File: src/rtl/mips_pkg.sv
// Shared pipeline definitions: forwarding-mux select codes and the
// destination-register tag carried through EX/MEM/WB/RET.
package mips_pkg;

    localparam logic [1:0] FWD_REG   = 2'b00;
    localparam logic [1:0] FWD_EXMEM = 2'b01;
    localparam logic [1:0] FWD_MEMWB = 2'b10;
    localparam logic [1:0] FWD_RET   = 2'b11;

    // Tags carry a fixed-width register index; narrower REG_BITS are zero-extended.
    localparam int unsigned TAG_DST_BITS = 8;
    typedef logic [TAG_DST_BITS-1:0] dst_t;

    localparam dst_t REG_ZERO = '0;

    typedef struct packed {
        logic valid;
        dst_t dst;
        logic reg_write;
        logic mem_read;
    } tag_t;

    function automatic logic tag_live(input tag_t t);
        return t.valid & t.reg_write & (t.dst != REG_ZERO);
    endfunction

endpackage

File: src/rtl/fwd_select.sv
// Priority comparator for one ALU operand: picks the youngest in-flight
// producer of the source register, as seen from the instruction in ID.
module fwd_select
    import mips_pkg::*;
(
    input  logic       use_src,
    input  dst_t       src,
    input  tag_t       ex_tag,
    input  tag_t       mem_tag,
    input  tag_t       wb_tag,
    output logic [1:0] sel
);

    always_comb begin
        sel = FWD_REG;
        if (use_src && (src != REG_ZERO)) begin
            // A load in EX cannot forward yet; the pair stalls and is re-evaluated.
            if (tag_live(ex_tag) && (ex_tag.dst == src)) begin
                sel = ex_tag.mem_read ? FWD_REG : FWD_EXMEM;
            end else if (tag_live(mem_tag) && (mem_tag.dst == src)) begin
                sel = FWD_MEMWB;
            end else if (tag_live(wb_tag) && (wb_tag.dst == src)) begin
                sel = FWD_RET;
            end
        end
    end

endmodule

File: src/rtl/fwd_hazard_unit.sv
// Forwarding and load-use hazard controller for the 5-stage pipeline:
// destination tag pipeline, registered forward selects, stall/bubble and stall counter.
module fwd_hazard_unit
    import mips_pkg::*;
#(
    parameter int unsigned REG_BITS = 5,
    parameter int unsigned CNT_BITS = 16
) (
    input  logic                clk,
    input  logic                rst_n,
    input  logic                id_valid,
    input  logic [REG_BITS-1:0] id_rs,
    input  logic [REG_BITS-1:0] id_rt,
    input  logic                id_use_rs,
    input  logic                id_use_rt,
    input  logic [REG_BITS-1:0] id_dst,
    input  logic                id_reg_write,
    input  logic                id_mem_read,
    input  logic                flush,
    output logic [1:0]          fwd_a,
    output logic [1:0]          fwd_b,
    output logic                stall,
    output logic                bubble,
    output logic [CNT_BITS-1:0] stall_count
);

    tag_t ex_q, ex_d;
    tag_t mem_q, mem_d;
    tag_t wb_q, wb_d;
    tag_t ret_q, ret_d;
    logic [1:0] fwd_a_q, fwd_a_d;
    logic [1:0] fwd_b_q, fwd_b_d;
    logic [CNT_BITS-1:0] cnt_q, cnt_d;

    dst_t rs_w, rt_w, dst_w;
    logic [1:0] sel_a, sel_b;
    logic load_use;

    assign rs_w  = dst_t'(id_rs);
    assign rt_w  = dst_t'(id_rt);
    assign dst_w = dst_t'(id_dst);

    fwd_select u_sel_a (
        .use_src (id_use_rs),
        .src     (rs_w),
        .ex_tag  (ex_q),
        .mem_tag (mem_q),
        .wb_tag  (wb_q),
        .sel     (sel_a)
    );

    fwd_select u_sel_b (
        .use_src (id_use_rt),
        .src     (rt_w),
        .ex_tag  (ex_q),
        .mem_tag (mem_q),
        .wb_tag  (wb_q),
        .sel     (sel_b)
    );

    always_comb begin
        load_use = id_valid & tag_live(ex_q) & ex_q.mem_read &
                   ((id_use_rs & (rs_w == ex_q.dst)) |
                    (id_use_rt & (rt_w == ex_q.dst)));
        stall  = load_use & ~flush;
        bubble = stall | flush;
    end

    always_comb begin
        ret_d   = wb_q;
        wb_d    = mem_q;
        mem_d   = ex_q;
        ex_d    = '0;
        fwd_a_d = FWD_REG;
        fwd_b_d = FWD_REG;
        cnt_d   = cnt_q;
        if (!bubble && id_valid) begin
            ex_d.valid     = 1'b1;
            ex_d.dst       = dst_w;
            ex_d.reg_write = id_reg_write;
            ex_d.mem_read  = id_mem_read;
            fwd_a_d        = sel_a;
            fwd_b_d        = sel_b;
        end
        if (stall && (cnt_q != '1)) begin
            cnt_d = cnt_q + 1'b1;
        end
    end

    always_ff @(posedge clk or negedge rst_n) begin
        if (!rst_n) begin
            ex_q    <= '0;
            mem_q   <= '0;
            wb_q    <= '0;
            ret_q   <= '0;
            fwd_a_q <= FWD_REG;
            fwd_b_q <= FWD_REG;
            cnt_q   <= '0;
        end else begin
            ex_q    <= ex_d;
            mem_q   <= mem_d;
            wb_q    <= wb_d;
            ret_q   <= ret_d;
            fwd_a_q <= fwd_a_d;
            fwd_b_q <= fwd_b_d;
            cnt_q   <= cnt_d;
        end
    end

    assign fwd_a       = fwd_a_q;
    assign fwd_b       = fwd_b_q;
    assign stall_count = cnt_q;

endmodule

File: config.mk
export PLATFORM = sky130hd
export DESIGN_NAME = fwd_hazard_unit
export DESIGN_NICKNAME = d
export VERILOG_FILES = /design/src/rtl/mips_pkg.sv /design/src/rtl/fwd_select.sv /design/src/rtl/fwd_hazard_unit.sv
export SDC_FILE = /design/constraint.sdc
export NUM_CORES = 1
export LEC_CHECK = 0
export BUFFER_PORTS_ARGS = -buffer_cell sky130_fd_sc_hd__buf_2
export CAP_MARGIN = 20
export CELL_PAD_IN_SITES_DETAIL_PLACEMENT = 1
export CELL_PAD_IN_SITES_GLOBAL_PLACEMENT = 2
export CORE_UTILIZATION = 34
export CTS_BUF_LIST = sky130_fd_sc_hd__clkbuf_16
export DETAILED_ROUTE_END_ITERATION = 8
export PLACE_DENSITY_LB_ADDON = 0.1
export RECOVER_POWER = 25
export REMOVE_ABC_BUFFERS = 1
export SETUP_SLACK_MARGIN = 0.3
export SYNTH_ARGS = -nofsm -noshare
export SYNTH_HDL_FRONTEND = slang
export SYNTH_SLANG_ARGS = --single-unit
File: constraint.sdc
create_clock -name clk -period 2.48 [get_ports clk]
set_clock_uncertainty 0.2 [all_clocks]
set_input_delay 0.248 -clock clk [delete_from_list [all_inputs] [get_ports clk]]
set_output_delay 0.248 -clock clk [all_outputs]
set_load 0.05 [all_outputs]
# == Word-level counts from Yosys, hierarchy flattened ==
# Index checks and enable logic that the tools add are counted.
# totals
output_inout_bits,22
word_cells,66
input_bits,23
regBits,51
# classes
add_sub_neg,1
reduce_logical,16
bitwise_logic,15
eq_ne,9
n_mux,12
# op_table
op,count
8-bit by 5-bit equality test with 1-bit output,6
8-bit nonzero test,5
2-bit 2-to-1 mux,10
16-bit by 1-bit adder with 16-bit output (second input constant),1
5-bit by 8-bit equality test with 1-bit output,2
16-bit inequality test (second input constant),1
1-bit AND,12
11-bit 2-to-1 mux,1
1-bit logical AND,10
1-bit OR,2
1-bit zero test,1
1-bit 2-to-1 mux,1
1-bit inverter,1

# == Depth between registers and ports, before layout ==
# Gate-level depths: netlist of run 1.
# depth
ltp_word,10
mapped_depth,7
mapped_depth_nobuf,7

# == Cells and area by module ==
# From an unflattened synthesis of run 1, not the netlist that was laid out.
# hier_totals
hier_cells,242
hier_area_um2,2518.7
# modules_own_cells
mod,area_per_inst_um2,seq_area_each_um2,cells_each,instances
fwd_hazard_unit,1730.4,1101.1,132,1
fwd_select,394.1,0.0,55,2

# == Least setup slack after synthesis of run 1 ==
# No wires, ideal clock.
# synth_timing
path_type,reg2reg
start,register ex_q[3] in the netlist's numbering
end,register cnt_q[12] (netlist: stall_count[12])
setup_ps,126
n_path_buf,0
period_less_slack_ps,2440
required_time_ps,2154
t_arrival_ps,2114
slack_ps,40
path_stages_with_launch,7
cell_sequence,dfrtp_1 xor2_1 nor3_1 a32o_2 nor2b_1 nand3_1 mux2i_1
# synth_via
elab_chain_len,7
word_cells_on_any_way,12
classes_between,eq/ne (2); bitwise (8); reduce/logical (2)
# synth_rtl
element,line_no,source
from (decl),fwd_hazard_unit.sv:27,"tag_t ex_q, ex_d;"
from (signal assigned),fwd_hazard_unit.sv:92,ex_q <= '0;
from (signal assigned),fwd_hazard_unit.sv:100,ex_q <= ex_d;
8-bit nonzero test,mips_pkg.sv:24,return t.valid & t.reg_write & (t.dst != REG_ZERO);
1-bit AND,mips_pkg.sv:24,
1-bit AND (2 in a row),fwd_hazard_unit.sv:62,load_use = id_valid & tag_live(ex_q) & ex_q.mem_read &
1-bit AND (*),fwd_hazard_unit.sv:62,
1-bit AND (*),fwd_hazard_unit.sv:65,stall = load_use & ~flush;
named net stall,fwd_hazard_unit.sv:22,"output logic stall,"
1-bit logical AND (*),fwd_hazard_unit.sv:85,if (stall && (cnt_q != '1)) begin
to (signal assigned),fwd_hazard_unit.sv:106,cnt_q <= cnt_d;
to (decl),fwd_hazard_unit.sv:33,"logic [CNT_BITS-1:0] cnt_q, cnt_d;"
# Mark *: on every way through the listed nets, which the timed path passes. The rest lies on a longest branch.
# A chain may end at the register's enable or synchronous reset.

# == Final worst setup path of run 1 ==
# layout_timing
start,register ex_q[2] in the netlist's numbering
end,output port stall
# layout_via
elab_chain_len,6
word_cells_on_any_way,11
classes_between,eq/ne (2); bitwise (8); reduce/logical (1)
# layout_rtl
element,line_no
8-bit nonzero test,mips_pkg.sv:24
1-bit AND,mips_pkg.sv:24
1-bit AND (2 in a row),fwd_hazard_unit.sv:62
1-bit AND (*),fwd_hazard_unit.sv:62
1-bit AND (*),fwd_hazard_unit.sv:65
to (decl),fwd_hazard_unit.sv:22
# Mark *: on every way between the ends. The rest lies on a longest branch, timed or not.

==> results of run 1 <==
==> repair_timing <==
item,CTS,global route
cloned,0,1
hold buffers,8,0
setup endpoints to repair,5,16
endpoints found under the hold margin,49,0
setup buffers,4,4
resized for setup,11,14
pin swaps,10,8
==> where the power goes <==
group | total, W | internal (W) | switching [W]
Sequential | 0.000717 | 0.000700 | 0.0000174
Clock | 0.000849 | 0.000578 | 0.000270
Combinational | 0.000135 | 0.0000613 | 0.0000739
==> layout by cell type, fill, tap and decap left out, drive strengths merged, types with 2 or more instances in the layout <==
cell / instances
dfrtp: 42
buf: 39
xor2: 26
xnor2: 18
clkbuf: 18
nor3: 12
nand3: 10
nand4: 8
dlygate4sd3: 8
and2: 7
nor2: 7
inv: 6
nand2: 5
and3: 4
or3: 4
or4: 3
nor4: 3
o21ai: 2
and4bb: 2
bufinv: 2
o311a: 2
nor2b: 2
mux2: 2
nand3b: 2
==> per-stage QoR <==
stage | area [um^2] | utilization
after floorplan | 2030 | -
after global placement | 2340 | 0.415
after detailed placement | 2340 | 0.415
after CTS | 2690 | 0.476
after global routing | 2770 | 0.491
final | 2770 | 0.491
==> layout make-up <==
| type | count | share of cell area |
|---|---|---|
| clock buffers | 5 | 0.0451 |
| clock inverters | 3 | 0.0248 |
| inverters | 6 | 0.00812 |
| multi-input cells | 130 | 0.380 |
| flip-flops and latches | 42 | 0.379 |
| well taps | 72 | 0.0325 |
| repair buffers | 60 | 0.130 |
==> path summary, 6_finish.rpt <==
path	endpoint	from	cells past startpoint	slack [ps]
max reg2reg	fwd_b[0]$_DFF_PN0_	ex_q[2]$_DFF_PN0_	7	190
min reg2reg	mem_q[10]$_DFF_PN0_	ex_q[10]$_DFF_PN0_	0	210
max in group asynchronous	ex_q[1]$_DFF_PN0_	rst_n	2	1040
max	stall	ex_q[2]$_DFF_PN0_	6	160
min in group asynchronous	ret_d[1]$_DFF_PN0_	rst_n	2	440
min	fwd_a[0]$_DFF_PN0_	id_use_rs	3	90
==> metal layers <==
layer	track usage	vias up	part of all wire
met4	0.0600	0	0.023
met2	0.302	42	0.47
met3	0.0425	16	0.044
met1	0.243	807	0.46
met5	0	-	0
li1	-	764	-
==> state kept, by name, summed over array words and instances, names as in the netlist <==
name	cells
mem_q	7
ex_q	8
ret_d	7
fwd_b	2
fwd_a	2
stall_count	16
==> worst register-to-register path, delay by kind of cell (launching register included) <==
kind	cells	cell delay, ps
AND/OR/NAND/NOR	3	680
flip-flops	1	430
AO/OA/AOI/OAI	1	340
buffers and inverters	2	280
multiplexers	1	270
==> cells by family (layout without fill, tap and decap cells) <==
family | count (synthesis) | count (layout)
buf+inv | 6 | 74
mux | 3 | 3
flops | 42 | 42
simple gates | 71 | 72
fa+ha+maj | 1 | 1
compound gates | 10 | 10
xor+xnor | 44 | 44
==> results.md, run 1 <==
- Post-synthesis compound-gate area fraction: 0.0481
- Register area share after synthesis: 0.518
- Clk_lat worst skew: between 200 and 300 ps
- Fin. max-slew vios: 0
- CP top delay family: simple AND/OR/NAND/NOR gates
- FMAX: 0.431 GHz
- Final Worst Setup Slack: 159 ps
- Die Span Y: 79.3 um
- Pleak: 1.30 nW
- Setup CP Type: reg2out
- CTS tree: yes
- Overall power: 0.00170 W
- Clock root cell: clkbuf_16
- Vias/cell: 5.12
- Adder-cell share of the synthesized area: 0.00617
- Via count: around 1,600
- Setup tns final: 0 ps
- Status: finished clean
- Post-Synthesis Cell Area: around 2000 um^2
- Data arrival time of the critical path: 1870 ps
- Final hold vios: 0
- Initial drt markers: 42
- Worst Path Buf+Inv: 2
- Setup violators final: 0
- CTS Sinks: 42
- Placer Congestion: 0.850
- Largest net degree at the start of global routing: 43
- Area of the multi-input gates: 1050 um^2
- Fin crit period: ~2300 ps
- Antenna cells: 0
- First-pass GRT wire length: 8.72 mm
- # rows: 27
- Post-Place Cells: roughly 300
- Antenna violations before repair: 0
- Simple-gate share of the synthesized area: 0.211
- Hold WC Path Type: in2reg
- Worst-case clock buffer depth: 2
- DRT Pass-1 Iters: 4
- Worst ir drop on vdd: 344 uV
- Total die area: 6280 um^2
- WL/cell: 17.2 um
- Area Overhead vs Synth: 36.6%
- Post-route ant nets: 0
- Grt ovf: 0
- Async SR Flop Fraction: 1.00
- Least-Margin Pin Slew: roughly 940 ps
- WL final: 5.48 mm
- Combinational family with the most area after synthesis: simple AND/OR/NAND/NOR gates
- Crit. End Element: primary output
- Syn Inst Count: 177
- CP required: between 2000 and 2500 ps
- Max cap viols: 0
- H-tree Lvls: 2
- Worst setup SP type: flop
- Post-synthesis mux area share: 0.0160
- CP max FO: 4
- NumNets Final: 269
- DP Wirelength: 3.94 mm
- Layout cells sized above 1: 0.289
- Port Buffer Count: 44
- Fillers: a little over 600
- Synthesis-stage register bit count: 42
- Ys flop type: dfrtp_1
- Yosys warns: 0
- Crit path largest cell delay: around 430 ps
- Core Footprint: 5640 um^2
- Post-Layout Cell Count: between 300 and 400
- Top post-synthesis cells by count: dfrtp_1 (42), xor2_1 (26), xnor2_1 (18)
- TritonCTS Buffers: 5
- Die Wd: just under 80 um
- Gr usage total: 0.185
- Clock Pin Slew Worst Setup and Hold Paths: 60 ps
- # IOs: 45
- Avg Inst Size Synth: around 11 um^2
- Cell variety after synth: 33
- Xor/xnor share of the synthesized area: 0.190
- Final hold slack: around 86 ps
- Number of global-route vias before repair: 1,746
- Slowest CP cell: dfrtp_1
- Initial Utilization: 0.360
- Dominant cells by area after synthesis: dfrtp_1 (52%), xor2_1 (11%), xnor2_1 (7.8%)
- Post-synth top area cell: dfrtp_1
- Slew HR: 0.371
- RSZ-0062 raised after global routing: yes
- CP cell instances: or3_4, o311a_4, buf_4, nand3_4, nor2b_4, buf_8
- Reg area: 1050 um^2
- Most common cell in the synthesized netlist: dfrtp_1
- DRC: 0
- Number of flops mapped to enable cells by yosys: 0
- PD cells: about 610 nW/um^2
- Post-synth top area share: 0.518
- Period Utilization, post-route: 0.936
- Place WS: roughly 290 ps
Power figures use the tool's default switching activity.
==> run 2: changes to the inputs <==
--- a/config.mk
+++ b/config.mk
@@ -12,7 +12,7 @@
 export CORE_UTILIZATION = 34
 export CTS_BUF_LIST = sky130_fd_sc_hd__clkbuf_16
 export DETAILED_ROUTE_END_ITERATION = 8
-export PLACE_DENSITY_LB_ADDON = 0.1
+export PLACE_DENSITY = 0.82
 export RECOVER_POWER = 25
 export REMOVE_ABC_BUFFERS = 1
 export SETUP_SLACK_MARGIN = 0.3
==> run 2 against run 1 <==
Net effect: via count is 2.1% lower; largest cell class is now sequential cells; combinational power about the same; global-route usage decreased by 0.51 points; routed wire length fell by 5.2%; die area did not move.
==> results.md, run 2 (same netlist as run 1, synthesis figures left out) <==
- Status: finished clean
- Largest net degree at the start of global routing: 43 (unchanged)
- Final core utilization: 0.486 (-0.00577)
- Initial Utilization: 0.360 (unchanged)
- Setup tns final: 0 ps (unchanged)
- Setup violators final: 0 (unchanged)
- Grt ovf: 0 (unchanged)
- CP max FO: 4 (unchanged)
- Power share of the clock group: 0.495 (-0.004)
- Die Span Y: 79.3 um (unchanged)
- RSZ-0062 raised after global routing: yes
- Top Metal Used: met4
- Largest register FFs: 16 (unchanged)
- Hold WC Path Type: in2reg
- Crit. End Element: primary output
- Clock root cell: clkbuf_16
- Die Wd: 79.3 um (unchanged)
- Vias/cell: 5.03 (-1.8%)
- Most frequent cells in the layout: dfrtp_1 (42), buf_2 (30), xor2_1 (25)
- Switch Pwr: 0.000351 W (-2.9%)
- Port Buffer Count: 44 (unchanged)
- Post-route ant nets: 0 (unchanged)
- Slew HR: 0.380 (+0.00933)
- Sequential fraction of design power: 0.426 (+0.004)
- Period Utilization, post-route: 0.947 (+0.0110)
- DRT Pass-1 Iters: 4 (unchanged)
- Overall power: 0.00168 W (-0.97%)
- Max cap viols: 0 (unchanged)
- Core Footprint: 5640 um^2 (unchanged)
- FMAX: 0.426 GHz (-1.2%)
- Internal: 0.00133 W (-0.43%)
- PD cells: 615 nW/um^2 (+0.21%)
- WL/cell: 16.4 um (-4.9%)
- Data arrival time of the critical path: 1900 ps (+30 ps)
- Least-Margin Pin Slew: 929 ps (-14.0 ps)
- TritonCTS Buffers: 5 (unchanged)
- Total die area: 6280 um^2 (unchanged)
- CTS tree: yes
- Gr usage total: 0.180 (-0.00508)
- Final instance area: 2740 um^2 (-1.2%)
- First-pass GRT wire length: 8.42 mm (-3.5%)
- Area Overhead vs Synth: 35.0%
- Clock Pin Slew Worst Setup and Hold Paths: 60 ps (about the same)
- CTS Sinks: 42 (unchanged)
- Logic gate share of total power: 0.079 (about the same)
- Setup CP Type: reg2out
- Placer Congestion: 0.769 (-9.5%)
- Worst ir drop on vdd: 285 uV (-17%)
- Met1 Wirelength: 2.29 mm (-9.1%)
- Pleak: 1.31 nW (+0.18%)
- Layout cells sized above 1: 0.278 (-0.0111)
- Antenna cells: 0 (unchanged)
- H-tree Lvls: 2 (unchanged)
- Antenna violations before repair: 0 (unchanged)
- # rows: 27 (unchanged)
- Final hold slack: 82.8 ps (-3.52 ps)
- Placed inst area: 2340 um^2 (unchanged)
- Number of global-route vias before repair: 1,682 (-3.7%)
- Routed wl met2: 2.66 mm (+2.6%)
- Most common cell after layout, fill and taps aside: dfrtp_1
- Worst setup SP type: flop
- DRC: 0 (unchanged)
- NumNets Final: 268 (-0.37%)
- Worst-case clock buffer depth: 2 (unchanged)
- Initial drt markers: 76 (+81%)
- Switching share of power: 0.208 (-0.00423)
- # IOs: 45 (unchanged)
- Fin. max-slew vios: 0 (unchanged)
- Final hold vios: 0 (unchanged)
- CP required: 2030 ps (about the same)
- Metal3 WL: 161 um (-34%)
- Fin crit period: 2350 ps (+27.4 ps)
- Via count: 1,595 (-2.1%)
- WL final: 5.20 mm (-5.2%)
- DP Wirelength: 3.66 mm (-7.2%)
- Clk_lat worst skew: 280 ps (about the same)
-- run 2: cell types whose count changed in the layout (fill, tap and decap cells not counted), sizes merged --
cell and change:
nand3b -1
-- run 2: worst max-delay path, cell delays in order (launching register included) --
cell and delay (ps):
dfrtp_1 410, or3_4 410, o311a_4 350, nand2_4 80, nor2b_4 40, a21o_1 180
buf_6 150
-- run 2: stage by stage --
stage,setup slack (ps),instances
3_5_place_dp,295,293
6_report,132,317
2_1_floorplan,39.7,177
4_1_cts,128,312
5_1_grt,51.5,317
3_3_place_gp,357,293
-- run 2: layer usage --
| metal | vias up | track usage |
|---|---|---|
| met3 | 8 | 0.0356 |
| li1 | 760 | - |
| met1 | 794 | 0.228 |
| met5 | - | 0 |
| met2 | 33 | 0.307 |
| met4 | 0 | 0.0600 |
-- run 2: layout make-up --
| cell class | count | area [um^2] |
|---|---|---|
| fill | 633 | 2900 |
| sequential | 42 | 1050 |
| multi-input combinational | 129 | 1030 |
| timing repair buffer | 60 | 358 |
| clock buffer | 5 | 125 |
| tap | 72 | 90.1 |
| clock inverter | 3 | 63.8 |
| inverter | 6 | 22.5 |
-- run 2: power by group through the flow --
stage          Clock, W  Combinational [W]  Sequential [W]
3_3_place_gp          0           0.000109        0.000729
4_1_cts        0.000845           0.000128        0.000717
3_5_place_dp          0           0.000111        0.000729
5_1_grt        0.000868           0.000147        0.000719
2_1_floorplan         0          0.0000561        0.000724
6_report       0.000834           0.000133        0.000717
-- run 2: timing repair --
action	CTS	global route
pin swaps	4	9
resized for setup	10	11
hold endpoints to repair	49	0
hold buffers	8	0
buffers inserted	3	5
endpoints found under the setup margin	5	24
-- run 2: final timing paths --
path	endpoint	slack [ps]	from	depth (start not counted)
worst max-delay path	bubble	130	ex_q[2]$_DFF_PN0_	6
max in group asynchronous	fwd_a[1]$_DFF_PN0_	1070	rst_n	2
min in group asynchronous	ex_q[1]$_DFF_PN0_	440	rst_n	2
worst min register to register	mem_q[10]$_DFF_PN0_	200	ex_q[10]$_DFF_PN0_	0
worst max register to register	fwd_b[0]$_DFF_PN0_	130	ex_q[2]$_DFF_PN0_	7
worst min-delay path	fwd_a[0]$_DFF_PN0_	80	id_use_rs	3
==> run 3: changes to the inputs <==
--- a/config.mk
+++ b/config.mk
@@ -13,7 +13,6 @@
 export CTS_BUF_LIST = sky130_fd_sc_hd__clkbuf_16
 export DETAILED_ROUTE_END_ITERATION = 8
 export PLACE_DENSITY = 0.82
-export RECOVER_POWER = 25
 export REMOVE_ABC_BUFFERS = 1
 export SETUP_SLACK_MARGIN = 0.3
 export SYNTH_ARGS = -nofsm -noshare
==> run 3 against run 2 <==
Net effect: clock-buffer cell count did not move; clock power about the same; critical path depth is the same.
==> results.md, run 3 (same netlist as run 1, synthesis figures left out) <==
- Max cap viols: 0 (unchanged)
- Antenna violations before repair: 0 (unchanged)
- # rows: 27 (unchanged)
- Post-route ant nets: 0 (unchanged)
- Area Overhead vs Synth: 36.0%
- Core Footprint: 5640 um^2 (unchanged)
- Worst setup SP type: flop
- Worst-case clock buffer depth: 2 (unchanged)
- Layout cells sized above 1: 0.335 (+0.0571)
- GRT Max-Usage Layer: met2
- Grt met2 use: 0.307 (unchanged)
- Setup tns final: 0 ps (unchanged)
- CTS Sinks: 42 (unchanged)
- Most common cell after layout, fill and taps aside: buf_2
- Most frequent cells in the layout: buf_2 (42), dfrtp_1 (41), xor2_1 (25)
- Status: finished clean
- Period Utilization, post-route: 0.948 (about the same)
- DRC: 0 (unchanged)
- Final hold slack: 84.7 ps (+1.88 ps)
- Largest net degree at the start of global routing: 43 (unchanged)
- Crit. End Element: primary output
- Grt ovf: 0 (unchanged)
- Post-Place Cells: 293 (unchanged)
- RSZ-0062 raised after global routing: yes
- DRT Pass-1 Iters: 4 (unchanged)
- Placer Congestion: 0.769 (unchanged)
- FMAX: 0.426 GHz (about the same)
- H-tree Lvls: 2 (unchanged)
- Data arrival time of the critical path: 1900 ps (about the same)
- M3 GR Usage: 0.0356 (unchanged)
- Vias/cell: 4.99 (-0.75%)
- Least-Margin Pin Slew: 915 ps (-14.5 ps)
- Overall power: 0.00168 W (about the same)
- CP required: 2030 ps (about the same)
- Clk_lat worst skew: 280 ps (about the same)
- NumNets Final: 268 (unchanged)
- Initial drt markers: 74 (-2.6%)
- DP Wirelength: 3.66 mm (unchanged)
- Slew HR: 0.390 (+0.00969)
- Global Route met1 Usage: 0.228 (unchanged)
- WL final: 5.16 mm (-0.79%)
- # IOs: 45 (unchanged)
- Clock root cell: clkbuf_16
- Gr usage total: 0.180 (unchanged)
- Worst ir drop on vdd: 283 uV (-0.71%)
- Final instance area: 2760 um^2 (+0.73%)
- Number of global-route vias before repair: 1,682 (unchanged)
- WL/cell: 16.3 um (-0.79%)
- Die Span Y: 79.3 um (unchanged)
- Via count: 1,583 (-0.75%)
- Hold WC Path Type: in2reg
- Total die area: 6280 um^2 (unchanged)
- Fin crit period: 2350 ps (+1.49 ps)
- CP max FO: 4 (unchanged)
- First-pass GRT wire length: 8.42 mm (unchanged)
- Largest register FFs: 16 (unchanged)
- Initial Utilization: 0.360 (unchanged)
- Port Buffer Count: 44 (unchanged)
- PD cells: 610 nW/um^2 (-0.77%)
- Setup CP Type: reg2out
- Final hold vios: 0 (unchanged)
- TritonCTS Buffers: 5 (unchanged)
- CTS tree: yes
- Clock Pin Slew Worst Setup and Hold Paths: 60 ps (about the same)
- Die Wd: 79.3 um (unchanged)
- Antenna cells: 0 (unchanged)
- Post-Layout Cell Count: 317 (unchanged)
- Placed inst area: 2340 um^2 (unchanged)
- Fin. max-slew vios: 0 (unchanged)
- Setup violators final: 0 (unchanged)
- Pleak: 1.35 nW (+3.5%)
==> run 3: changes by cell type in the layout (fill, tap and decap cells not counted) <==
cell      delta
dfrtp_1      -1
clkbuf_1    -13
dfrtp_2      +1
buf_2       +12
buf_4        +1
==> run 3: metal layers <==
layer / wire length (um) / up-vias
li1: - / 758
met1: 2270 / 786
met2: 2650 / 31
met3: 154 / 8
met4: 86 / 0
met5: 0 / -
==> run 3: timing repair <==
action	in CTS	in global routing
endpoints found under the setup margin	5	24
pin swaps	4	9
endpoints found under the hold margin	49	0
resized for setup	10	11
buffers inserted	3	5
hold buffers	8	0
==> run 3: final timing paths <==
| kind | from | end | slack (ps) | cells past startpoint |
|---|---|---|---|---|
| min reg2reg | ex_q[10]$_DFF_PN0_ | mem_q[10]$_DFF_PN0_ | 200 | 0 |
| min in group asynchronous | rst_n | ex_q[1]$_DFF_PN0_ | 430 | 2 |
| max reg2reg | ex_q[2]$_DFF_PN0_ | fwd_b[0]$_DFF_PN0_ | 140 | 7 |
| max in group asynchronous | rst_n | ex_q[6]$_DFF_PN0_ | 1030 | 2 |
| max | ex_q[2]$_DFF_PN0_ | bubble | 130 | 6 |
| min | id_use_rs | fwd_a[0]$_DFF_PN0_ | 80 | 3 |
==> run 3: critical path: stages, from the launching register on <==
cell	delay, ps
dfrtp_1	410
or3_4	410
o311a_4	350
nand2_4	80
nor2b_4	40
a21o_1	180
buf_6	150
==> run 3: layout make-up <==
| type | count | area (um^2) |
|---|---|---|
| fillers | 624 | 2880 |
| flip-flops and latches | 42 | 1050 |
| multi-input cells | 129 | 1030 |
| repair buffers | 60 | 377 |
| clock buffers | 5 | 125 |
| well taps | 72 | 90.1 |
| clock inverters | 3 | 63.8 |
| inverters | 6 | 22.5 |
==> run 3: per-stage QoR <==
stage	worst slack, ps	util
final	130	0.489
after global routing	51.5	0.489
after global placement	357	0.415
after CTS	128	0.473
after floorplan	39.7	-
after detailed placement	295	0.415
==> run 3: report_power, final <==
part / internal, W / switching, W
registers: 0.000700 / 0.0000175
logic: 0.0000612 / 0.0000722
clock network: 0.000573 / 0.000260
total: 0.00133 / 0.000350
